File: src/rtl/fifo_burst_reader.sv
// Drains a FIFO from its read side and emits fixed-length bursts on a registered
// valid/ready stream, flushing a shorter partial burst after an idle timeout.
module fifo_burst_reader #(
   parameter int unsigned WIDTH    = 32,
   parameter int unsigned DEPTH    = 32,
   parameter int unsigned BURST    = 8,
   parameter int unsigned TIMEOUT  = 64,
   localparam int unsigned FILLBITS = $clog2(DEPTH + 1),
   localparam int unsigned LENBITS  = $clog2(BURST + 1)
) (
   input  logic                clk,
   input  logic                reset,
   input  logic                enable,
   input  logic [WIDTH-1:0]    fifo_dataout,
   input  logic                fifo_empty,
   input  logic [FILLBITS-1:0] fifo_fill_level,
   output logic                fifo_read,
   output logic [WIDTH-1:0]    m_data,
   output logic                m_valid,
   output logic                m_last,
   input  logic                m_ready,
   output logic [LENBITS-1:0]  burst_len,
   output logic                busy
);

   // Timer only needs to reach TIMEOUT-1; it saturates at all-ones.
   localparam int unsigned TimerW = (TIMEOUT < 2) ? 1 : $clog2(TIMEOUT);

   typedef enum logic [0:0] {StIdle, StBurst} state_e;

   state_e              state_q, state_d;
   logic [TimerW-1:0]   timer_q, timer_d;
   logic [LENBITS-1:0]  remaining_q, remaining_d;
   logic [LENBITS-1:0]  burst_len_q, burst_len_d;
   logic [WIDTH-1:0]    m_data_q, m_data_d;
   logic                m_valid_q, m_valid_d;
   logic                m_last_q, m_last_d;

   logic fill_full;
   logic fill_part;
   logic start_full;
   logic start_part;
   logic last_pop;

   assign fill_full  = fifo_fill_level >= FILLBITS'(BURST);
   assign fill_part  = (fifo_fill_level != '0) && !fill_full;
   assign start_full = (state_q == StIdle) && enable && fill_full;
   assign start_part = (TIMEOUT != 0) && (state_q == StIdle) && enable && fill_part &&
                       (timer_q == TimerW'(TIMEOUT - 1));
   assign last_pop   = fifo_read && (remaining_q == LENBITS'(1));

   // State register
   always_ff @(posedge clk) begin
      if (reset) begin
         state_q <= StIdle;
      end else begin
         state_q <= state_d;
      end
   end

   // Next-state logic
   always_comb begin
      state_d = state_q;
      unique case (state_q)
         StIdle: begin
            if (start_full || start_part) begin
               state_d = StBurst;
            end
         end
         StBurst: begin
            if (last_pop) begin
               state_d = StIdle;
            end
         end
         default: state_d = StIdle;
      endcase
   end

   // FSM outputs; no pop is issued while reset is held so the FIFO keeps its words.
   always_comb begin
      fifo_read = !reset && (state_q == StBurst) && !fifo_empty && (!m_valid_q || m_ready);
      busy      = (state_q == StBurst);
   end

   // Datapath next-state
   always_comb begin
      timer_d     = timer_q;
      remaining_d = remaining_q;
      burst_len_d = burst_len_q;
      m_data_d    = m_data_q;
      m_valid_d   = m_valid_q;
      m_last_d    = m_last_q;

      if (state_q == StIdle) begin
         if (start_full) begin
            timer_d     = '0;
            remaining_d = LENBITS'(BURST);
            burst_len_d = LENBITS'(BURST);
         end else if (start_part) begin
            timer_d     = '0;
            remaining_d = LENBITS'(fifo_fill_level);
            burst_len_d = LENBITS'(fifo_fill_level);
         end else if (enable && fill_part) begin
            if (timer_q != '1) begin
               timer_d = timer_q + 1'b1;
            end
         end else begin
            timer_d = '0;
         end
      end else begin
         timer_d = '0;
      end

      if (fifo_read) begin
         m_data_d    = fifo_dataout;
         m_valid_d   = 1'b1;
         m_last_d    = (remaining_q == LENBITS'(1));
         remaining_d = remaining_q - 1'b1;
      end else if (m_valid_q && m_ready) begin
         m_valid_d = 1'b0;
         m_last_d  = 1'b0;
      end
   end

   always_ff @(posedge clk) begin
      if (reset) begin
         timer_q     <= '0;
         remaining_q <= '0;
         burst_len_q <= '0;
         m_data_q    <= '0;
         m_valid_q   <= 1'b0;
         m_last_q    <= 1'b0;
      end else begin
         timer_q     <= timer_d;
         remaining_q <= remaining_d;
         burst_len_q <= burst_len_d;
         m_data_q    <= m_data_d;
         m_valid_q   <= m_valid_d;
         m_last_q    <= m_last_d;
      end
   end

   assign m_data    = m_data_q;
   assign m_valid   = m_valid_q;
   assign m_last    = m_last_q;
   assign burst_len = burst_len_q;

endmodule

File: config.mk
export PLATFORM = sky130hd
export DESIGN_NAME = fifo_burst_reader
export DESIGN_NICKNAME = d
export VERILOG_FILES = /design/src/rtl/fifo_burst_reader.sv
export SDC_FILE = /design/constraint.sdc
export NUM_CORES = 1
export LEC_CHECK = 0
export CELL_PAD_IN_SITES_DETAIL_PLACEMENT = 1
export CELL_PAD_IN_SITES_GLOBAL_PLACEMENT = 2
export CORE_MARGIN = 10
export CORE_UTILIZATION = 25
export CTS_CLUSTER_SIZE = 10
export DETAILED_ROUTE_END_ITERATION = 10
export GPL_TIMING_DRIVEN = 0
export PLACE_DENSITY = 0.81
export RECOVER_POWER = 50
export SETUP_SLACK_MARGIN = 0.02
export SLEW_MARGIN = 0
export SYNTH_ARGS = -nofsm -noshare
export SYNTH_HDL_FRONTEND = slang
export SYNTH_SLANG_ARGS = --single-unit
File: constraint.sdc
create_clock -name clk -period 3.6 [get_ports clk]
set_clock_uncertainty 0.2 [all_clocks]
set_input_delay 0.72 -clock clk [delete_from_list [all_inputs] [get_ports clk]]
set_output_delay 0.72 -clock clk [all_outputs]
set_load 0.005 [all_outputs]
==> results.ini <==
[status]
status=completed

[sta]
finalCritPeriodShare=0.956
hold_viol=0
timing.final.ws_setup_ns=0.160
setup_viol=0
slew_violations=0
rsz0062_at_grt=no
min_period_ns=3.44
worst-slew-pin-transition_ns=0.805
fmax_mhz=291
relSlewSlack=0.458

[global_routing]
grt_max_degree=18
grt_pass1_wl_mm=9.46
grt_usage=0.105
grt_overflow=0
antenna_found_initial=0
grt_pass1_vias=1768

[synth]
ys_ff_latch=49
syn_area_um2=1750
syn_avg_cell_area_um2=10.9
synth_edf_count=0
yosys.area.top_type=dfxtp_1
synthCells=160
synth_most_common_cell=dfxtp_1
synth_cell_types=35
synthArstFlopShare=0
synth_top_area_share=0.561
synth_common_cells=dfxtp_1 (49), a22o_1 (32), nor2_1 (15), nand3_1 (6)
synthesis.nets=206
ys.flop_type=dfxtp_1
ys_warn_count=0
synth_seq_area_share=0.561
synthTopCellsByArea=dfxtp_1 (56%), a22o_1 (16%), nor2_1 (3.2%)

[detailed_routing]
totalWireLength_mm=5.40
maxUsedRoutingLayer=met4
viasPerCell=4.52
wl_met2_mm=2.73
wl_met1_mm=2.13
wl_met3_um=481
ant_nets=0
routed-via-count=1556
drc=0
drt_first_pass_iters=4
routedWlPerCell_um=15.7
drt_iter0_markers=38

[floorplanning]
die_w_um=104
die_area_um2=10700
coreArea_um2=6790
fp.dieH_um=104
boundaryPins=83
rows=30
initial_utilization=0.257

[clock_network]
htreeDepth=2
cts_buffer_depth=2
cts_resized=2
root_buffer=clkbuf_8
holdBufCountCts=0
path_clk_slew_ns=0.10
clk_latency_ns=0.30
post_cts_buffers=0
tritoncts=yes
cts_sinks=49
cts_made_buffers=5

[setup_path]
r2r_cells=6
timing.rr.start=timer_q[0]$_SDFFE_PP0N_
ff2ff_setup_slack_ns=1.50
cp.arrival_ns=2.52
cp.required_ns=2.68
r2r_end=remaining_q[0]$_SDFFE_PP0P_
path_class=in -> out
path_max_fanout=16
end_kind=primary output
start_kind=input port

[placed_design]
place_ws_ns=-0.0827
gp_congestion=0.676
dp_cells=337
portBuffers=81
place_area_um2=2680
hpwlAfterDp_mm=4.16

[worst_hold_path]
holdPathEnd=timer_q[0]$_SDFFE_PP0N_
hold_path_depth=1
min_from=timer_q[0]$_SDFFE_PP0N_
min_path_type=reg -> reg

[layout]
fill_cells=749
antennaDiodeCount=0
synthToLayoutAreaGrowth_pct=59.7
layout.nets=293
fin_cells=344
drive_gt1_frac=0.0726
design_area_um2=2790

[job]
maxCapViolCount=0

[pwr]
p_per_area_nw_per_um2=400
power_mw=1.12
peakVddDrop_mv=0.177
leakagePower_nw=1.15

-- worst max path at each step --
| stage | startpoint | to | slack [ns] | depth (start not counted) |
|---|---|---|---|---|
| 6_report | m_ready | fifo_read | 0.16 | 6 |
| 5_1_grt | m_ready | fifo_read | 0.04 | 6 |
| 3_5_place_dp | m_ready | fifo_read | -0.08 | 7 |
| 2_1_floorplan | reset | fifo_read | 1.07 | 5 |
| 4_1_cts | m_ready | fifo_read | 0.04 | 7 |
| 3_3_place_gp | m_ready | fifo_read | -0.07 | 7 |
-- per-layer routing --
metal  vias up  GRT usage
met5         -          0
met1       740      0.116
li1        767          -
met4         0     0.0393
met2        47      0.174
met3         2     0.0458
-- area by class of cell --
type	instances	area [um^2]	share of cell area
clock inverters	3	47.5	0.0170
repair buffers	81	811	0.290
multi-input cells	97	691	0.247
inverters	4	16.3	0.00583
plain buffers	9	56.3	0.0202
well taps	96	120	0.0430
clock buffers	5	68.8	0.0247
flip-flops and latches	49	981	0.351
-- stage by stage --
stage	hold WS [ns]	TNS (ns)	util
final	0.253	0	0.411
after floorplan	0.218	0	-
after global placement	0.231	-0.0747	0.394
after CTS	0.262	0	0.412
after detailed placement	0.240	-0.0827	0.394
after global routing	0.283	0	0.411
-- registers in the layout, summed over array words and instances, names as in the netlist --
register / cells
busy: 1
timer_q: 6
m_last: 1
burst_len: 4
m_data: 32
m_valid: 1
remaining_q: 4
-- cell usage in the layout (no fill, tap or decap), types with 3 or more instances in the layout --
master / netlist / layout
dfxtp_1: 49 / 49
clkdlybuf4s50_1: 0 / 41
dlygate4sd3_1: 0 / 40
a22o_1: 32 / 32
nor2_1: 15 / 15
nand3_1: 6 / 6
clkbuf_8: 0 / 5
nand2_1: 4 / 4
nor2b_1: 3 / 3
nand2b_1: 3 / 3
inv_1: 3 / 3
clkbuf_1: 3 / 3
buf_2: 4 / 3
nor3_1: 3 / 3
xor2_1: 3 / 3
a31oi_1: 3 / 3
a32oi_1: 3 / 3
ha_1: 3 / 3
-- report_power, final --
group / internal (mW) / leakage [nW] / total [mW] / switching [mW]
sequential: 0.562 / 0.398 / 0.573 / 0.0112
combinational: 0.0865 / 0.688 / 0.136 / 0.0495
clock: 0.212 / 0.0591 / 0.406 / 0.194
-- cells by family (layout without fill, tap and decap cells) --
group           Yosys count  count (layout)  share of synthesized area
compound gates           49              49                      0.234
xor+xnor                  4               4                     0.0200
fa+ha+maj                 3               3                     0.0215
buf+inv                  14             102                     0.0437
flops                    49              49                      0.561
simple gates             41              41                      0.120
-- worst max-delay path: stages --
cell and delay (ns):
clkdlybuf4s50_1 0.47, nor2b_1 0.07, or3_4 0.37, buf_6 0.14
clkinv_2 0.18, clkdlybuf4s50_1 0.55
Note: power is estimated with default switching activity, not from simulation.
